--- src/rtl/alu_arbiter.sv ---
// alu_arbiter: shares one combinational ALU between two requesters.
// Round-robin arbitration in IDLE, one EXEC cycle to capture the ALU
// outputs, then a registered response held in RESP until rsp_ready.
// Optional per-requester grant counters: define ALU_ARB_STATS_EN.
module alu_arbiter #(
   parameter int N     = 32,
   parameter int CNT_W = 16
) (
   input  logic             clk,
   input  logic             reset,
   input  logic             req0_valid,
   output logic             req0_ready,
   input  logic [N-1:0]     req0_a,
   input  logic [N-1:0]     req0_b,
   input  logic [2:0]       req0_ctrl,
   input  logic             req1_valid,
   output logic             req1_ready,
   input  logic [N-1:0]     req1_a,
   input  logic [N-1:0]     req1_b,
   input  logic [2:0]       req1_ctrl,
   output logic             rsp_valid,
   input  logic             rsp_ready,
   output logic [N-1:0]     rsp_result,
   output logic             rsp_fZ,
   output logic             rsp_id,
   output logic [N-1:0]     alu_a,
   output logic [N-1:0]     alu_b,
   output logic [2:0]       alu_ctrl,
   input  logic [N-1:0]     alu_result,
   input  logic             alu_fZ,
   output logic [CNT_W-1:0] gnt_cnt0,
   output logic [CNT_W-1:0] gnt_cnt1
);

   typedef enum logic [1:0] {
      ST_IDLE = 2'd0,
      ST_EXEC = 2'd1,
      ST_RESP = 2'd2
   } state_t;

   state_t       r_state;
   state_t       w_next_state;
   logic         r_last_gnt;
   logic [N-1:0] r_op_a;
   logic [N-1:0] r_op_b;
   logic [2:0]   r_op_ctrl;
   logic         r_rsp_valid;
   logic [N-1:0] r_rsp_result;
   logic         r_rsp_fZ;
   logic         r_rsp_id;

   logic         w_gnt_valid;
   logic         w_gnt_id;
   logic         w_accept;
   logic [N-1:0] w_sel_a;
   logic [N-1:0] w_sel_b;
   logic [2:0]   w_sel_ctrl;

   // Round-robin grant: on contention the requester that did not win last time goes.
   always_comb begin
      w_gnt_valid = 1'b0;
      w_gnt_id    = 1'b0;
      if (req0_valid && req1_valid) begin
         w_gnt_valid = 1'b1;
         w_gnt_id    = ~r_last_gnt;
      end else if (req0_valid) begin
         w_gnt_valid = 1'b1;
         w_gnt_id    = 1'b0;
      end else if (req1_valid) begin
         w_gnt_valid = 1'b1;
         w_gnt_id    = 1'b1;
      end else begin
         w_gnt_valid = 1'b0;
         w_gnt_id    = 1'b0;
      end
   end

   assign w_accept   = (r_state == ST_IDLE) && w_gnt_valid;
   assign w_sel_a    = w_gnt_id ? req1_a    : req0_a;
   assign w_sel_b    = w_gnt_id ? req1_b    : req0_b;
   assign w_sel_ctrl = w_gnt_id ? req1_ctrl : req0_ctrl;

   // FSM state register; reset aborts any operation in flight.
   always_ff @(posedge clk) begin
      if (reset) begin
         r_state <= ST_IDLE;
      end else begin
         r_state <= w_next_state;
      end
   end

   // FSM next-state logic: IDLE -> EXEC on handshake, EXEC -> RESP, RESP -> IDLE on rsp_ready.
   always_comb begin
      w_next_state = r_state;
      case (r_state)
         ST_IDLE: begin
            if (w_accept) begin
               w_next_state = ST_EXEC;
            end else begin
               w_next_state = ST_IDLE;
            end
         end
         ST_EXEC: begin
            w_next_state = ST_RESP;
         end
         ST_RESP: begin
            if (rsp_ready) begin
               w_next_state = ST_IDLE;
            end else begin
               w_next_state = ST_RESP;
            end
         end
         default: begin
            w_next_state = ST_IDLE;
         end
      endcase
   end

   // FSM outputs: only the granted requester sees ready, and only while IDLE.
   always_comb begin
      req0_ready = 1'b0;
      req1_ready = 1'b0;
      if (w_accept) begin
         req0_ready = ~w_gnt_id;
         req1_ready = w_gnt_id;
      end else begin
         req0_ready = 1'b0;
         req1_ready = 1'b0;
      end
   end

   // Operand, arbitration history and response registers.
   always_ff @(posedge clk) begin
      if (reset) begin
         r_op_a       <= '0;
         r_op_b       <= '0;
         r_op_ctrl    <= 3'b000;
         r_last_gnt   <= 1'b1;
         r_rsp_valid  <= 1'b0;
         r_rsp_result <= '0;
         r_rsp_fZ     <= 1'b0;
         r_rsp_id     <= 1'b0;
      end else begin
         if (w_accept) begin
            r_op_a     <= w_sel_a;
            r_op_b     <= w_sel_b;
            r_op_ctrl  <= w_sel_ctrl;
            r_rsp_id   <= w_gnt_id;
            r_last_gnt <= w_gnt_id;
         end
         if (r_state == ST_EXEC) begin
            r_rsp_result <= alu_result;
            r_rsp_fZ     <= alu_fZ;
            r_rsp_valid  <= 1'b1;
         end else if ((r_state == ST_RESP) && rsp_ready) begin
            r_rsp_valid  <= 1'b0;
         end
      end
   end

   assign alu_a      = r_op_a;
   assign alu_b      = r_op_b;
   assign alu_ctrl   = r_op_ctrl;
   assign rsp_valid  = r_rsp_valid;
   assign rsp_result = r_rsp_result;
   assign rsp_fZ     = r_rsp_fZ;
   assign rsp_id     = r_rsp_id;

`ifdef ALU_ARB_STATS_EN
   logic [CNT_W-1:0] r_gnt_cnt0;
   logic [CNT_W-1:0] r_gnt_cnt1;

   // Per-requester grant counters, wrapping naturally at 2^CNT_W.
   always_ff @(posedge clk) begin
      if (reset) begin
         r_gnt_cnt0 <= '0;
         r_gnt_cnt1 <= '0;
      end else if (w_accept) begin
         if (w_gnt_id) begin
            r_gnt_cnt1 <= r_gnt_cnt1 + {{(CNT_W-1){1'b0}}, 1'b1};
         end else begin
            r_gnt_cnt0 <= r_gnt_cnt0 + {{(CNT_W-1){1'b0}}, 1'b1};
         end
      end
   end

   assign gnt_cnt0 = r_gnt_cnt0;
   assign gnt_cnt1 = r_gnt_cnt1;
`else
   assign gnt_cnt0 = '0;
   assign gnt_cnt1 = '0;
`endif

endmodule

--- config.mk ---
export PLATFORM = sky130hd
export DESIGN_NAME = alu_arbiter
export DESIGN_NICKNAME = d
export VERILOG_FILES = /design/src/rtl/alu_arbiter.sv
export SDC_FILE = /design/constraint.sdc
export NUM_CORES = 1
export LEC_CHECK = 0
export ABC_AREA = 1
export CORE_AREA = 2 2 121 123
export DETAILED_ROUTE_END_ITERATION = 8
export DIE_AREA = 0 0 123 125
export GPL_ROUTABILITY_DRIVEN = 0
export PLACE_DENSITY = 0.87
export SYNTH_ARGS = -nofsm -noshare
export SYNTH_HDL_FRONTEND = slang
export SYNTH_SLANG_ARGS = --single-unit
--- constraint.sdc ---
create_clock -name clk -period 1.9 [get_ports clk]
set_clock_uncertainty 0.2 [all_clocks]
set_input_delay 0.38 -clock clk [delete_from_list [all_inputs] [get_ports clk]]
set_output_delay 0.38 -clock clk [all_outputs]
set_load 0.03 [all_outputs]
==> results of run 1 <==
layout make-up:
type	count	area (µm²)	share of cell area (%)
repair buffers	299	2880	36.5
multi-input cells	550	2320	29.4
flip-flops and latches	105	2100	26.7
clock buffers	9	225	2.86
clock inverters	7	106	1.35
well taps	184	230	2.92
inverters	6	22.5	0.286
per-layer routing:
layer / wire length (µm) / vias to the layer above
met4: 365 / 0
met2: 7650 / 202
met1: 6390 / 2365
met5: 0 / -
met3: 1330 / 27
li1: - / 2722
worst reg2reg max path: cells and delay by family (launching register included):
kind,cells,cell delay [ns]
compound gates,2,0.20
buf+inv,3,0.46
flops,1,0.35
simple gates,2,0.27
sequential cells by signal (all words and copies together) (netlist names):
register    cells
alu_a          32
alu_b          32
rsp_result     32
alu_ctrl        3
r_state         2
r_last_gnt      1
rsp_fZ          1
rsp_id          1
rsp_valid       1
where the power goes:
group	total, mW	switching, mW	internal [mW]	leakage [nW]
logic	2.01	1.20	0.808	2.81
clock network	2.06	0.875	1.18	0.163
registers	2.52	0.101	2.41	0.865
logic make-up after synthesis:
group	Yosys count
other cells	1
flops	105
buf+inv	91
compound gates	104
simple gates	414
cells in the mapped netlist:
cell type	n	area [µm²]
nand2_1	273	1020
dfxtp_1	105	2100
a21oi_1	70	350
nand3_1	69	345
nor2_1	69	259
buf_4	39	293
o21ai_0	33	165
buf_2	21	105
clkbuf_1	21	78.8
inv_1	3	11.3
inv_2	3	11.3
buf_1	2	7.51
buf_6	2	22.5
conb_1	1	3.75
nand2_2	1	6.26
nand3b_1	1	7.51
nor2_2	1	6.26
o21ai_4	1	16.3
timing repair:
item                       CTS  global route
setup endpoints to repair  104             2
resized for setup          104             1
gates cloned                 0             0
setup buffers                2             0
pin swaps                    2             0
per-stage QoR:
stage          cells  power [mW]
6_report        1160        6.58
3_5_place_dp    1142        4.72
4_1_cts         1160        6.67
2_1_floorplan    746        3.77
3_3_place_gp    1142        4.69
5_1_grt         1160        6.94
worst paths after layout:
check | startpoint | to | slack (ns) | cells past startpoint
max | r_last_gnt$_SDFFE_PP1P_ | req1_ready | 0.13 | 6
max reg2reg | r_state[1]$_SDFF_PP0_ | alu_b[15]$_SDFFE_PP0P_ | 0.33 | 7
min reg2reg | alu_a[4]$_SDFFE_PP0P_ | alu_a[4]$_SDFFE_PP0P_ | 0.26 | 2
min | alu_a[4]$_SDFFE_PP0P_ | alu_a[4]$_SDFFE_PP0P_ | 0.26 | 2
==> metrics, run 1 <==
critical path class=flop to primary output; grt met2 use=34.2%; Antenna Cells=0; P_leak=3.84 nW; CP Capture Type=primary output; GRT Residual Overflow=0; Peak Freq=565 MHz; Tmin final=1.77 ns; WL final=15700 µm; first drt pass iteration count=4; Final Util=55.5%; busiest layer in global routing=met2; commonest non-fill, non-tap cells in the layout=272 x nand2_1, 168 x clkdlybuf4s50_1, 105 x dfxtp_1, 103 x dlygate4sd2_1, 70 x a21oi_1; XOR/XNOR Fraction of Synth Area=0%; ANT nets after route=0; period utilisation layout=93.1%; area grow syn2layout=63.6%; Avg WL per Cell=13.6 µm; final net count=1143; Slew Viols, Final=0; Cell Area, Placed=0.00765 mm²; GRT met3 Usage=5.75%; Startpoint Class=flop; Skew-Pair Late Insertion Delay=0.35 ns; post-synthesis mux area share=0%; yosys warns=0; die area=0.0154 mm²; Setup violations, final=0; clock-pin slew on the worst setup and hold paths=0.07 ns; PD cells=836 mW/mm²; IO Port Bufs=275; First DRT Iteration DRCs=236; outcome=complete, no violations; Synth Area in Compound Gates=11.0%; total core area=0.0142 mm²; total number of vias=5316; total track usage=19.8%; largest family of logic cells by synthesized area=simple AND/OR/NAND/NOR gates; grt met1 use=22.7%; critical path data required time=1.32 ns; CTS Root Cell=clkbuf_16; final worst slack=0.131 ns; htree depth=3; Post-DP HPWL=11400 µm; Yosys cell types=18; Rel. slew slack=61.2%; Bufs and invs on worst path=3; CP cell instances=nand2_2, nand2_4, inv_2, nand2_1, inv_1, buf_4; drt via density=4.58; Crit Path Max Fanout=2; CP max stage delay=0.34 ns; DIE HEIGHT=125 µm; CTS tree=yes; die width=123 µm; first-pass GRT wire length=24600 µm; number of cell rows=44; I/O pin cnt=308; dpl ws=-0.158 ns; antenna violations before repair=0; Clock Sinks=105; clock buffer depth=2; RSZ-0062 raised after global routing=no; Mean Syn Cell Area=6.74 µm²; final hold vios=0; worst IR drop on VDD=0.552 mV; Max-Cap Viols=0; flops & latches, synth=105; post-synthesis simple-gate area fraction=34.2%; slowest CP cell=dfxtp_1; commonest non-fill, non-tap cell in the layout=nand2_1; Initial Util=33.9%; Hold-fix buffers, CTS=0; Hold WC Path Type=flop to flop; Mapped Area=0.00482 mm²; Worst Path Arrival=1.19 ns; largest net degree at the start of global routing=68; fraction of layout cells with a size suffix above 1=5.33%; Syn Inst Count=715; Top delay family on crit path=flip-flops; DRC viols=0; cts bufs inserted=9; Worst Tran Pin Value=0.581 ns; final setup TNS=0 ns; sequential share of the synthesized area=43.6%; design area=0.00788 mm²; Fillers=1358; Hold WS=0.262 ns; Post-Synth Adder-Cell Area=0%; vias in the first global route=5103
Note: power is estimated with default switching activity, not from simulation.
==> run 2: changes to the inputs <==
--- a/config.mk
+++ b/config.mk
@@ -6,6 +6,7 @@
 export NUM_CORES = 1
 export LEC_CHECK = 0
 export ABC_AREA = 1
+export ABC_CLOCK_PERIOD_IN_PS = 1900
 export CORE_AREA = 2 2 121 123
 export DETAILED_ROUTE_END_ITERATION = 8
 export DIE_AREA = 0 0 123 125
==> results of run 2 <==
No change in the layout: final DEF, timing and power equal those of run 1.
